==> src/rtl/conv_tile_scheduler.sv <==
// rtl/conv_tile_scheduler.sv - multi-tile load/compute/store sequencer for the tiled conv datapath
module conv_tile_scheduler #(
  parameter int N         = 16,
  parameter int M         = 16,
  parameter int R         = 32,
  parameter int C         = 16,
  parameter int Tn        = 8,
  parameter int Tm        = 8,
  parameter int Tr        = 16,
  parameter int Tc        = 8,
  parameter int IW        = 8,
  parameter int STORE_GAP = 0
) (
  input  logic          clk,
  input  logic          rst,
  input  logic          conv_start,
  output logic          conv_done,
  output logic          busy,
  output logic          in_fm_load_start,
  input  logic          in_fm_load_done,
  output logic          weight_load_start,
  input  logic          weight_load_done,
  output logic          out_fm_load_start,
  input  logic          out_fm_load_done,
  output logic          compute_start,
  input  logic          compute_done,
  output logic          store_start,
  input  logic          store_done,
  output logic [IW-1:0] tile_n_idx,
  output logic [IW-1:0] tile_m_idx,
  output logic [IW-1:0] tile_r_idx,
  output logic [IW-1:0] tile_c_idx,
  output logic [IW-1:0] tile_cnt
);

  typedef enum logic [2:0] {S_IDLE, S_LOAD, S_COMP, S_GAP, S_STORE, S_NEXT} state_t;

  localparam int NT = N / Tn;
  localparam int MT = M / Tm;
  localparam int RT = R / Tr;
  localparam int CT = C / Tc;
  localparam int GW = (STORE_GAP > 0) ? $clog2(STORE_GAP + 1) : 1;

  state_t        state_q, state_d;
  logic          ld_start_q, ld_start_d;
  logic          comp_start_q, comp_start_d;
  logic          st_start_q, st_start_d;
  logic          f_in_q, f_in_d, f_wt_q, f_wt_d, f_of_q, f_of_d;
  logic [GW-1:0] gap_q, gap_d;
  logic [IW-1:0] n_q, n_d, m_q, m_d, r_q, r_d, c_q, c_d, cnt_q, cnt_d;
  logic          m_last, c_last, r_last, n_last, tile_last;
  logic          all_in, all_wt, all_of;

  assign m_last    = (m_q == IW'(MT - 1));
  assign c_last    = (c_q == IW'(CT - 1));
  assign r_last    = (r_q == IW'(RT - 1));
  assign n_last    = (n_q == IW'(NT - 1));
  assign tile_last = m_last && c_last && r_last && n_last;

  always_comb begin
    state_d      = state_q;
    ld_start_d   = 1'b0;
    comp_start_d = 1'b0;
    st_start_d   = 1'b0;
    f_in_d       = f_in_q;
    f_wt_d       = f_wt_q;
    f_of_d       = f_of_q;
    gap_d        = gap_q;
    n_d          = n_q;
    m_d          = m_q;
    r_d          = r_q;
    c_d          = c_q;
    cnt_d        = cnt_q;
    all_in       = f_in_q | in_fm_load_done;
    all_wt       = f_wt_q | weight_load_done;
    all_of       = f_of_q | out_fm_load_done;
    unique case (state_q)
      S_IDLE: begin
        if (conv_start) begin
          state_d    = S_LOAD;
          ld_start_d = 1'b1;
          n_d        = '0;
          m_d        = '0;
          r_d        = '0;
          c_d        = '0;
          cnt_d      = '0;
        end
      end
      S_LOAD: begin
        // Same-cycle arrival of the final done counts toward completion.
        f_in_d = all_in;
        f_wt_d = all_wt;
        f_of_d = all_of;
        if (all_in && all_wt && all_of) begin
          state_d      = S_COMP;
          comp_start_d = 1'b1;
          f_in_d       = 1'b0;
          f_wt_d       = 1'b0;
          f_of_d       = 1'b0;
        end
      end
      S_COMP: begin
        if (compute_done) begin
          if (STORE_GAP == 0) begin
            state_d    = S_STORE;
            st_start_d = 1'b1;
          end else begin
            state_d = S_GAP;
            gap_d   = GW'(STORE_GAP);
          end
        end
      end
      S_GAP: begin
        // Leaving as the counter steps 1->0 gives STORE_GAP+1 cycles from compute_done.
        gap_d = gap_q - GW'(1);
        if (gap_q == GW'(1)) begin
          state_d    = S_STORE;
          st_start_d = 1'b1;
        end
      end
      S_STORE: begin
        if (store_done) begin
          state_d = S_NEXT;
          cnt_d   = cnt_q + IW'(1);
        end
      end
      S_NEXT: begin
        m_d = m_last ? '0 : m_q + IW'(1);
        if (m_last) c_d = c_last ? '0 : c_q + IW'(1);
        if (m_last && c_last) r_d = r_last ? '0 : r_q + IW'(1);
        if (m_last && c_last && r_last) n_d = n_last ? '0 : n_q + IW'(1);
        if (tile_last) begin
          state_d = S_IDLE;
        end else begin
          state_d    = S_LOAD;
          ld_start_d = 1'b1;
        end
      end
      default: state_d = S_IDLE;
    endcase
  end

  always_ff @(posedge clk or posedge rst) begin
    if (rst) begin
      state_q      <= S_IDLE;
      ld_start_q   <= 1'b0;
      comp_start_q <= 1'b0;
      st_start_q   <= 1'b0;
      f_in_q       <= 1'b0;
      f_wt_q       <= 1'b0;
      f_of_q       <= 1'b0;
      gap_q        <= '0;
      n_q          <= '0;
      m_q          <= '0;
      r_q          <= '0;
      c_q          <= '0;
      cnt_q        <= '0;
    end else begin
      state_q      <= state_d;
      ld_start_q   <= ld_start_d;
      comp_start_q <= comp_start_d;
      st_start_q   <= st_start_d;
      f_in_q       <= f_in_d;
      f_wt_q       <= f_wt_d;
      f_of_q       <= f_of_d;
      gap_q        <= gap_d;
      n_q          <= n_d;
      m_q          <= m_d;
      r_q          <= r_d;
      c_q          <= c_d;
      cnt_q        <= cnt_d;
    end
  end

  assign conv_done         = (state_q == S_NEXT) && tile_last;
  assign busy              = (state_q != S_IDLE);
  assign in_fm_load_start  = ld_start_q;
  assign weight_load_start = ld_start_q;
  assign out_fm_load_start = ld_start_q;
  assign compute_start     = comp_start_q;
  assign store_start       = st_start_q;
  assign tile_n_idx        = n_q;
  assign tile_m_idx        = m_q;
  assign tile_r_idx        = r_q;
  assign tile_c_idx        = c_q;
  assign tile_cnt          = cnt_q;

endmodule

==> config.mk <==
export PLATFORM = sky130hd
export DESIGN_NAME = conv_tile_scheduler
export DESIGN_NICKNAME = d
export VERILOG_FILES = /design/src/rtl/conv_tile_scheduler.sv
export SDC_FILE = /design/constraint.sdc
export NUM_CORES = 1
export LEC_CHECK = 0
export CORE_AREA = 2 2 80 82
export CTS_BUF_LIST = sky130_fd_sc_hd__clkbuf_2 sky130_fd_sc_hd__clkbuf_4 sky130_fd_sc_hd__clkbuf_8
export DETAILED_ROUTE_END_ITERATION = 10
export DIE_AREA = 0 0 82 84
export GPL_TIMING_DRIVEN = 0
export PLACE_DENSITY = 0.83
export SLEW_MARGIN = 20
export SYNTH_ARGS = -nofsm -noshare
export SYNTH_HDL_FRONTEND = slang
export SYNTH_SLANG_ARGS = --single-unit
==> constraint.sdc <==
create_clock -name clk -period 2.3 [get_ports clk]
set_input_delay 0.46 -clock clk [delete_from_list [all_inputs] [get_ports clk]]
set_output_delay 0.46 -clock clk [all_outputs]
set_load 0.02 [all_outputs]
[Word level (Yosys, flattened, before mapping)]
Index checks and enable logic that the tools add are counted.
Storage, ports and cells
  memories kept: 0
  bits in read-only memories: 0
  RAM bits: 0
  output and inout bits: 47
  word-level logic and storage cells: 87
  register bits: 50
  latch bits: 0
Cells by class
  bitwise logic cells: 3
  shifts and indexed selects: 0
  equality and inequality tests: 17
  multiplexer cells: 32
  $mul: 0
  add/subtract/negate cells: 6
  $lt $le $gt $ge: 0
  div/mod/pow operators: 0
  reductions and logical operators: 16
Operators by type and width (number)
  $pmux W8 S2: 5
  $mux W8: 9
  $add A8 B1 Y8 const B: 5
  $eq A8 B1 Y1 const B: 4
  $pmux W3 S6: 1
  $ne A2 B2 Y1 const B: 8
  $mux W3: 5
  $reduce_and A3 Y1: 4
  $mux W1: 10
  $eq A3 B2 Y1 const B: 2
  $eq A3 B3 Y1 const B: 2
  $logic_and A1 B1 Y1: 6
  $reduce_and A5 Y1: 1
  $pmux W1 S2: 2
  $reduce_bool A2 Y1: 2
  $eq A3 B1 Y1 const B: 1
  $logic_not A3 Y1: 1
  $or A1 B1 Y1: 3
  $reduce_bool A3 Y1: 1
  $reduce_and A2 Y1: 1
  $sub A1 B1 Y1 const B: 1

[Logic depth before layout (Yosys ltp)]
Gate-level depths: netlist (run 1).
  depth in word-level cells: 6
  gate-level depth with buffers: 8

[Worst setup path after synthesis (run 1)]
Ideal clock, no wire load.
  path kind: reg-to-output
  from: register n_q[0] (netlist: tile_n_idx[0])
  to: output conv_done
  required time: 1.840 ns
  arrival time: 2.019 ns
  setup slack: -0.179 ns
  stages on the path, launching flop included: 5
  buffers on the path: 0
  path through: dfrtp_1 ha_1 or4b_2 or4_1 nor2_1
Between the ends
  longest elaborated chain between the ends: 3
Ends and longest elaborated chain
  from (decl): line 50  | logic [IW-1:0] n_q, n_d, m_q, m_d, r_q, r_d, c_q, c_d, cnt_q, cnt_d;
  from (signal assigned): line 167  | n_q <= n_d;
  $eq A8 B1 Y1: line 57  | assign n_last = (n_q == IW'(NT - 1));
  $logic_and A1 B1 Y1: line 58  | assign tile_last = m_last && c_last && r_last && n_last;
  $logic_and A1 B1 Y1: line 175  | assign conv_done = (state_q == S_NEXT) && tile_last;
  to (decl): line 17  | output logic conv_done,
Every way passes these cells.

[Worst setup path in the final report (run 1)]
  from: register n_q[1] (netlist: tile_n_idx[1])
  to: output conv_done
The elaborated chain is that of the path after synthesis.

==> reports/results.tsv, run 1 <==
metric	value	unit
status	finished with violations	
failing checks	setup timing	
CTS H-tree depth	2	
warning count from the yosys run	0	
worst reg2reg path depth	6	
Worst-Margin Slew	0.674	ns
fin cells	435	
RSZ-0062 raised after global routing	true	
nets@finish	375	
Clock Pin Slew Worst Setup and Hold Paths	0.09	ns
clock latency on the worst-skew pair	0.31	ns
static leakage	1.54	nW
fmax	407	MHz
number of port buffers	54	
initial detailed-routing violation count	131	
Avg WL per Cell	14.7	um
largest family of logic cells by synthesized area	simple AND/OR/NAND/NOR gates	
Routed Antenna Nets	0	
via density per instance	5.66	
row cnt	29	
Synth Flop Type	dfrtp_1	
Die Area	0.00689	mm^2
area of the multi-input gates	0.00143	mm^2
Power Dens Cells	736	mW/mm^2
adder and majority gate portion of the synthesized area	4.15	%
Crit Path Max Fanout	2	
clock share of power	18.8	%
Area Growth Syn to Fin	34.5	%
total clock sinks	50	
Total GRT Usage	18.8	%
synth top area cells	dfrtp_1 46%, o21ai_0 6.3%, nor2_1 4.3%, ha_1 4.1%, o31ai_1 3.3%	
compound-cell area share of the yosys netlist	17.0	%
Final Setup Violations	3	
Setup WS pre-CTS	-0.620	ns
Die H	84	um
Die W	82	um
Max transition margin	54.6	%
Total Power	2.69	mW
NetSw	1.01	mW
Yosys reg bits	50	
final wirelength	6.39	mm
number of synthesized flops with an enable pin	0	
# Max-Cap Violations	0	
Register Area	0.00126	mm^2
Seq pwr share	40.2	%
fin crit period	2.46	ns
clk_skew	0.0116	ns
Seq/Total Area, Yosys	46.1	%
Top Ports	55	
synthesized area	0.00272	mm^2
fill count	533	
largest net degree at the start of global routing	27	
hpwl dp	4.47	mm
final setup margin	-0.158	ns
worst setup path class	flop to output port	
Max VDD drop	608	uV
CTS Hold Buffers Added	0	
Hold Crit Class	primary input to asynchronous set/reset pin	
CTS root buffer	clkbuf_8	
GPL Wtd Cong	0.808	
CP Capture Type	output port	
Inst Count DP	413	
Initial Utilization	44.6	%
syn avg cell area	9.67	um^2
xor and xnor fraction of the mapped netlist area	3.22	%
ys async rst share	100	%
sw frac	37.4	%
vias	2462	
Total Neg Setup Slack	-0.240	ns
Cell variety after synth	56	
crit path DAT	2.00	ns
Gate power share	41.1	%
Reg2Reg Launch Point	tile_r_idx[0]	
Synth Area in Simple Gates	24.5	%
initial antenna violation count	0	
Final Hold Viols	0	
CTS tree	built	
share of the synthesized area in the top cell type	46.1	%
DR pass1 iterations	4	
grt total ovfl	0	
cts bufs inserted	5	
Critical R2R Capture	state_q[0]	
WP data required	1.84	ns
DRC	0	
Clock Tree Buf Depth	2	
Internal	1.68	mW
FF-to-FF setup slack	-0.05	ns
vias in the first global route	2380	
Core ar.	0.00610	mm^2
mux cell area share after synthesis	1.15	%
synthesized net count	298	
crit start category	flop	
count of final max-slew check failures	0	
final worst-path cycle share	107	%
cell taking the most area after synthesis	dfrtp_1	
Synth Instances	281	
first-pass GRT wire length	10.4	mm
n_diodes	0	
ratio of cells with drive above 1 in the final layout	17.9	%
-- cells in the mapped netlist, drive strengths merged (4+ instances only) --
master and count:
a21oi 6, a31oi 4, and3 8, buf 4, clkbuf 7, dfrtp 50
ha 9, inv 10, nand2 21, nand2b 5, nand3 14, nand4 7
nor2 31, nor2b 4, nor3 4, o21ai 34, o31ai 12, o41ai 4
or4b 5, xor2 9
-- registers in the layout, summed over array words and instances, names as in the netlist, 3 cells and up --
signal	cells
tile_m_idx	8
state_q	3
tile_c_idx	8
tile_r_idx	8
tile_n_idx	8
tile_cnt	8
-- critical path, stage by stage (launching register included) --
cell and delay (ns):
dfrtp_2 0.41, inv_1 0.05, ha_1 0.13, or4b_4 0.46
or4_4 0.44, nor2_4 0.10, buf_6 0.12
-- cells by family (layout without fill, tap and decap cells) --
| logic type | Yosys count | after routing |
|---|---|---|
| mux | 3 | 3 |
| flops | 50 | 50 |
| compound gates | 71 | 71 |
| simple gates | 117 | 117 |
| fa+ha+maj | 9 | 9 |
| xor+xnor | 10 | 10 |
| buf+inv | 21 | 98 |
-- layout by cell type, fill, tap and decap left out, drive strengths merged, types with 2 or more instances in the layout --
| cell type | netlist | final |
|---|---|---|
| o41ai | 4 | 4 |
| buf | 4 | 21 |
| inv | 10 | 10 |
| nand4 | 7 | 7 |
| nand3b | 2 | 2 |
| or3 | 3 | 3 |
| a21o | 2 | 2 |
| nor2 | 31 | 31 |
| nor2b | 4 | 4 |
| clkdlybuf4s50 | 0 | 52 |
| nor4 | 2 | 2 |
| dfrtp | 50 | 50 |
| clkbuf | 7 | 12 |
| o22ai | 2 | 2 |
| and3 | 8 | 8 |
| nor3 | 4 | 4 |
| o21ai | 34 | 34 |
| nand2b | 5 | 5 |
| and4 | 2 | 2 |
| or4b | 5 | 5 |
| nand2 | 21 | 21 |
| a21oi | 6 | 6 |
| o211ai | 2 | 2 |
| nand3 | 14 | 14 |
| clkinvlp | 0 | 2 |
| xor2 | 9 | 9 |
| ha | 9 | 9 |
| or2 | 3 | 3 |
| o31ai | 12 | 12 |
| mux2i | 2 | 2 |
| a31oi | 4 | 4 |
-- timing repair --
item / 4_1_cts / 5_1_grt
gates resized for setup: 13 / 16
pin swaps: 5 / 7
setup endpoints to repair: 15 / 25
buffers inserted: 9 / 6
-- stage by stage --
stage	util [%]	instance area (um^2)	hold slack, ns
global route	59.9	3650	0.527
detailed placement	55.6	3390	0.498
finish	59.9	3650	0.510
floorplan	-	2730	0.463
global placement	55.3	3370	0.479
CTS	58.4	3560	0.513
-- layout make-up --
cell class                 count  share of cell area [%]
buffer                        11                    1.99
clock buffer                   5                    1.88
clock inverter                 2                   0.411
inverter                      10                    1.03
multi-input combinational    210                    39.2
sequential                    50                    34.5
tap                           77                    2.64
timing repair buffer          70                    18.4
-- worst max-delay path by stage --
stage / from / endpoint / slack (ns) / cells after the start
3_3_place_gp: tile_c_idx[0] / conv_done / -0.60 / 6
2_1_floorplan: tile_c_idx[0] / tile_n_idx[3] / 0.002 / 7
5_1_grt: tile_r_idx[0] / conv_done / -0.24 / 6
4_1_cts: tile_r_idx[1] / conv_done / -0.21 / 7
3_5_place_dp: tile_c_idx[0] / conv_done / -0.62 / 6
6_report: tile_n_idx[1] / conv_done / -0.16 / 6
-- per-layer routing --
metal	vias up	track usage [%]	part of all wire, %
met1	1202	22.9	42
li1	1174	-	-
met4	0	6.82	1.9
met3	15	2.92	4.6
met5	-	0	0
met2	71	32.7	52
-- power groups by stage --
stage	sequential [mW]	combinational, mW	clock [mW]
detailed placement	1.11	0.992	0
floorplan	1.15	0.599	0
global placement	1.10	0.958	0
finish	1.08	1.10	0.504
global route	1.09	1.21	0.546
CTS	1.08	1.03	0.514
Power figures use the tool's default switching activity.
==> run 2, diff against run 1 <==
Settings changed: PLACE_DENSITY 0.83 to 0.85.
Clock period 2.3 ns to 2.2 ns, I/O delays scaled along.
==> run 2 against run 1 <==
Compared with the run above: critical path depth is the same; flip-flop and latch count is the same; critical endpoint unchanged; clock power grew 13%; sequential share of layout area shrank 2.4 points; register-to-register slack worse by 0.12 ns; the flow still finishes with violations (setup timing); clock skew is 0.00095 ns lower; largest power group unchanged; count of clock-buffer cells in the layout up 2; largest cell class unchanged; sequential power increased by 5%; design area rose by 7.6%; cell count grew 3.4%.
==> reports/results.tsv, run 2 (same netlist as run 1, synthesis figures left out) <==
metric	value	unit	change
Power Dens Cells	762	mW/mm^2	+3.6%
Routed Antenna Nets	0		unchanged
crit start category	flop		
total clock sinks	50		unchanged
status	finished with violations		
static leakage	1.67	nW	+8.1%
Die H	84	um	unchanged
fin crit period	2.47	ns	
CTS H-tree depth	2		unchanged
count of final max-slew check failures	0		unchanged
nets@finish	389		+3.7%
grt total ovfl	0		unchanged
DRC	0		unchanged
final worst-path cycle share	112	%	
GPL Wtd Cong	0.846		+4.7%
vias in the first global route	2249		-5.5%
Total GRT Usage	18.7	%	-0.086 points
row cnt	29		unchanged
# Max-Cap Violations	0		unchanged
vias	2559		+3.9%
cts bufs inserted	5		unchanged
crit path DAT	2.03	ns	+0.03 ns
n_diodes	0		unchanged
CTS root buffer	clkbuf_8		
clk_skew	0.0107	ns	-0.000949 ns
via density per instance	5.69		+0.48%
NetSw	1.12	mW	+11%
CTS tree	built		
Inst Count DP	413		unchanged
Die Area	0.00689	mm^2	unchanged
worst setup path class	flop to output port		
final wirelength	6.92	mm	+8.3%
initial antenna violation count	0		unchanged
CTS Hold Buffers Added	0		unchanged
Total Power	2.99	mW	+11%
Max transition margin	66.1	%	+12 points
Clock Tree Buf Depth	2		unchanged
Util after Layout	64.5	%	+4.5 points
largest net degree at the start of global routing	29		+7.4%
Clock Pin Slew Worst Setup and Hold Paths	0.09	ns	about the same
Internal	1.88	mW	+12%
Max VDD drop	617	uV	+1.5%
Final Hold Viols	0		unchanged
initial detailed-routing violation count	135		+3.1%
most frequent cells in the layout	52 x clkdlybuf4s50_1, 43 x dfrtp_1, 29 x nor2_1, 23 x buf_4, 20 x o21ai_0		
Seq pwr share	37.7	%	-2.5 points
Top Ports	55		unchanged
Avg WL per Cell	15.4	um	+4.7%
Core ar.	0.00610	mm^2	unchanged
final setup margin	-0.266	ns	-0.108 ns
Gate power share	43.2	%	+2.1 points
most common cell after layout, fill and taps aside	clkdlybuf4s50_1		
failing checks	setup timing		
Worst-Margin Slew	0.501	ns	-0.173 ns
hpwl dp	4.36	mm	-2.6%
WP data required	1.76	ns	-0.08 ns
clock share of power	19.1	%	+0.3 points
Initial Utilization	44.6	%	unchanged
ratio of cells with drive above 1 in the final layout	25.7	%	+7.9 points
fin cells	450		+3.4%
Hold Crit Class	primary input to asynchronous set/reset pin		
DR pass1 iterations	4		unchanged
Final Setup Violations	9		+6
Die W	82	um	unchanged
sw frac	37.3	%	-0.074 points
Setup WS pre-CTS	-0.674	ns	-0.0544 ns
Crit Path Max Fanout	2		unchanged
clock latency on the worst-skew pair	0.31	ns	about the same
fmax	406	MHz	
CP Capture Type	output port		
first-pass GRT wire length	10.2	mm	-1.6%
number of port buffers	54		unchanged
Area Growth Syn to Fin	44.7	%	
RSZ-0062 raised after global routing	true		
==> run 2: cell count changes in the layout (fill, tap and decap cells not counted), sizes merged <==
cell,change
clkbuf,+1
clkinv,+1
a31oi,+1
buf,+14
clkinvlp,-2
==> run 2: area by class of cell <==
cell class	count	area, um^2
inverter	10	37.5
tap	77	96.3
timing repair buffer	84	817
sequential	50	1260
clock buffer	7	90.1
buffer	10	76.3
clock inverter	1	5.00
fill	489	2170
multi-input combinational	211	1550
==> run 2: repair_timing <==
| action | in CTS | in global routing |
|---|---|---|
| setup buffers | 14 | 16 |
| gates resized for setup | 23 | 50 |
| endpoints found under the setup margin | 24 | 31 |
| cloned | 0 | 1 |
| pin swaps | 6 | 19 |
| endpoints found under the hold margin | 0 | 0 |
==> run 2: critical path, stage by stage, from the launching register on <==
cell and delay, ns:
dfrtp_2 0.43, inv_2 0.07, ha_4 0.11, or4b_4 0.46, or4_4 0.44, nor2_4 0.09
buf_6 0.12
==> run 2: stage by stage <==
| step | instance area (um^2) | setup TNS, ns | hold WS (ns) |
|---|---|---|---|
| 2_1_floorplan | 2740 | -0.293 | 0.463 |
| 3_3_place_gp | 3370 | -22.85 | 0.480 |
| 3_5_place_dp | 3390 | -3.85 | 0.493 |
| 4_1_cts | 3650 | -0.304 | 0.486 |
| 5_1_grt | 3930 | -2.07 | 0.518 |
| 6_report | 3930 | -1.03 | 0.474 |
==> run 2: layer usage <==
layer	up-vias	share of wire (%)	global-route usage (%)
li1	1205	-	-
met1	1252	42	24.2
met2	83	52	31.1
met3	19	3.6	3.35
met4	0	2.2	6.21
met5	-	0	0
==> run 2: final timing paths <==
path	to	depth (start not counted)	slack (ns)	from
setup / recovery	conv_done	6	-0.27	tile_n_idx[1]
hold / removal	tile_c_idx[7]	2	0.47	rst
setup reg to reg	in_fm_load_start	10	-0.17	tile_n_idx[1]
hold reg to reg	gap_q	1	0.50	gap_q
max in group asynchronous	tile_c_idx[0]	3	1.18	rst
min in group clk	gap_q	1	0.50	gap_q
==> run 2: power by group through the flow <==
stage          clock, mW  sequential (mW)  combinational, mW
3_3_place_gp           0             1.15               1.00
6_report           0.572             1.13               1.29
2_1_floorplan          0             1.21              0.626
3_5_place_dp           0             1.16               1.03
4_1_cts            0.584             1.12               1.14
5_1_grt            0.623             1.15               1.40
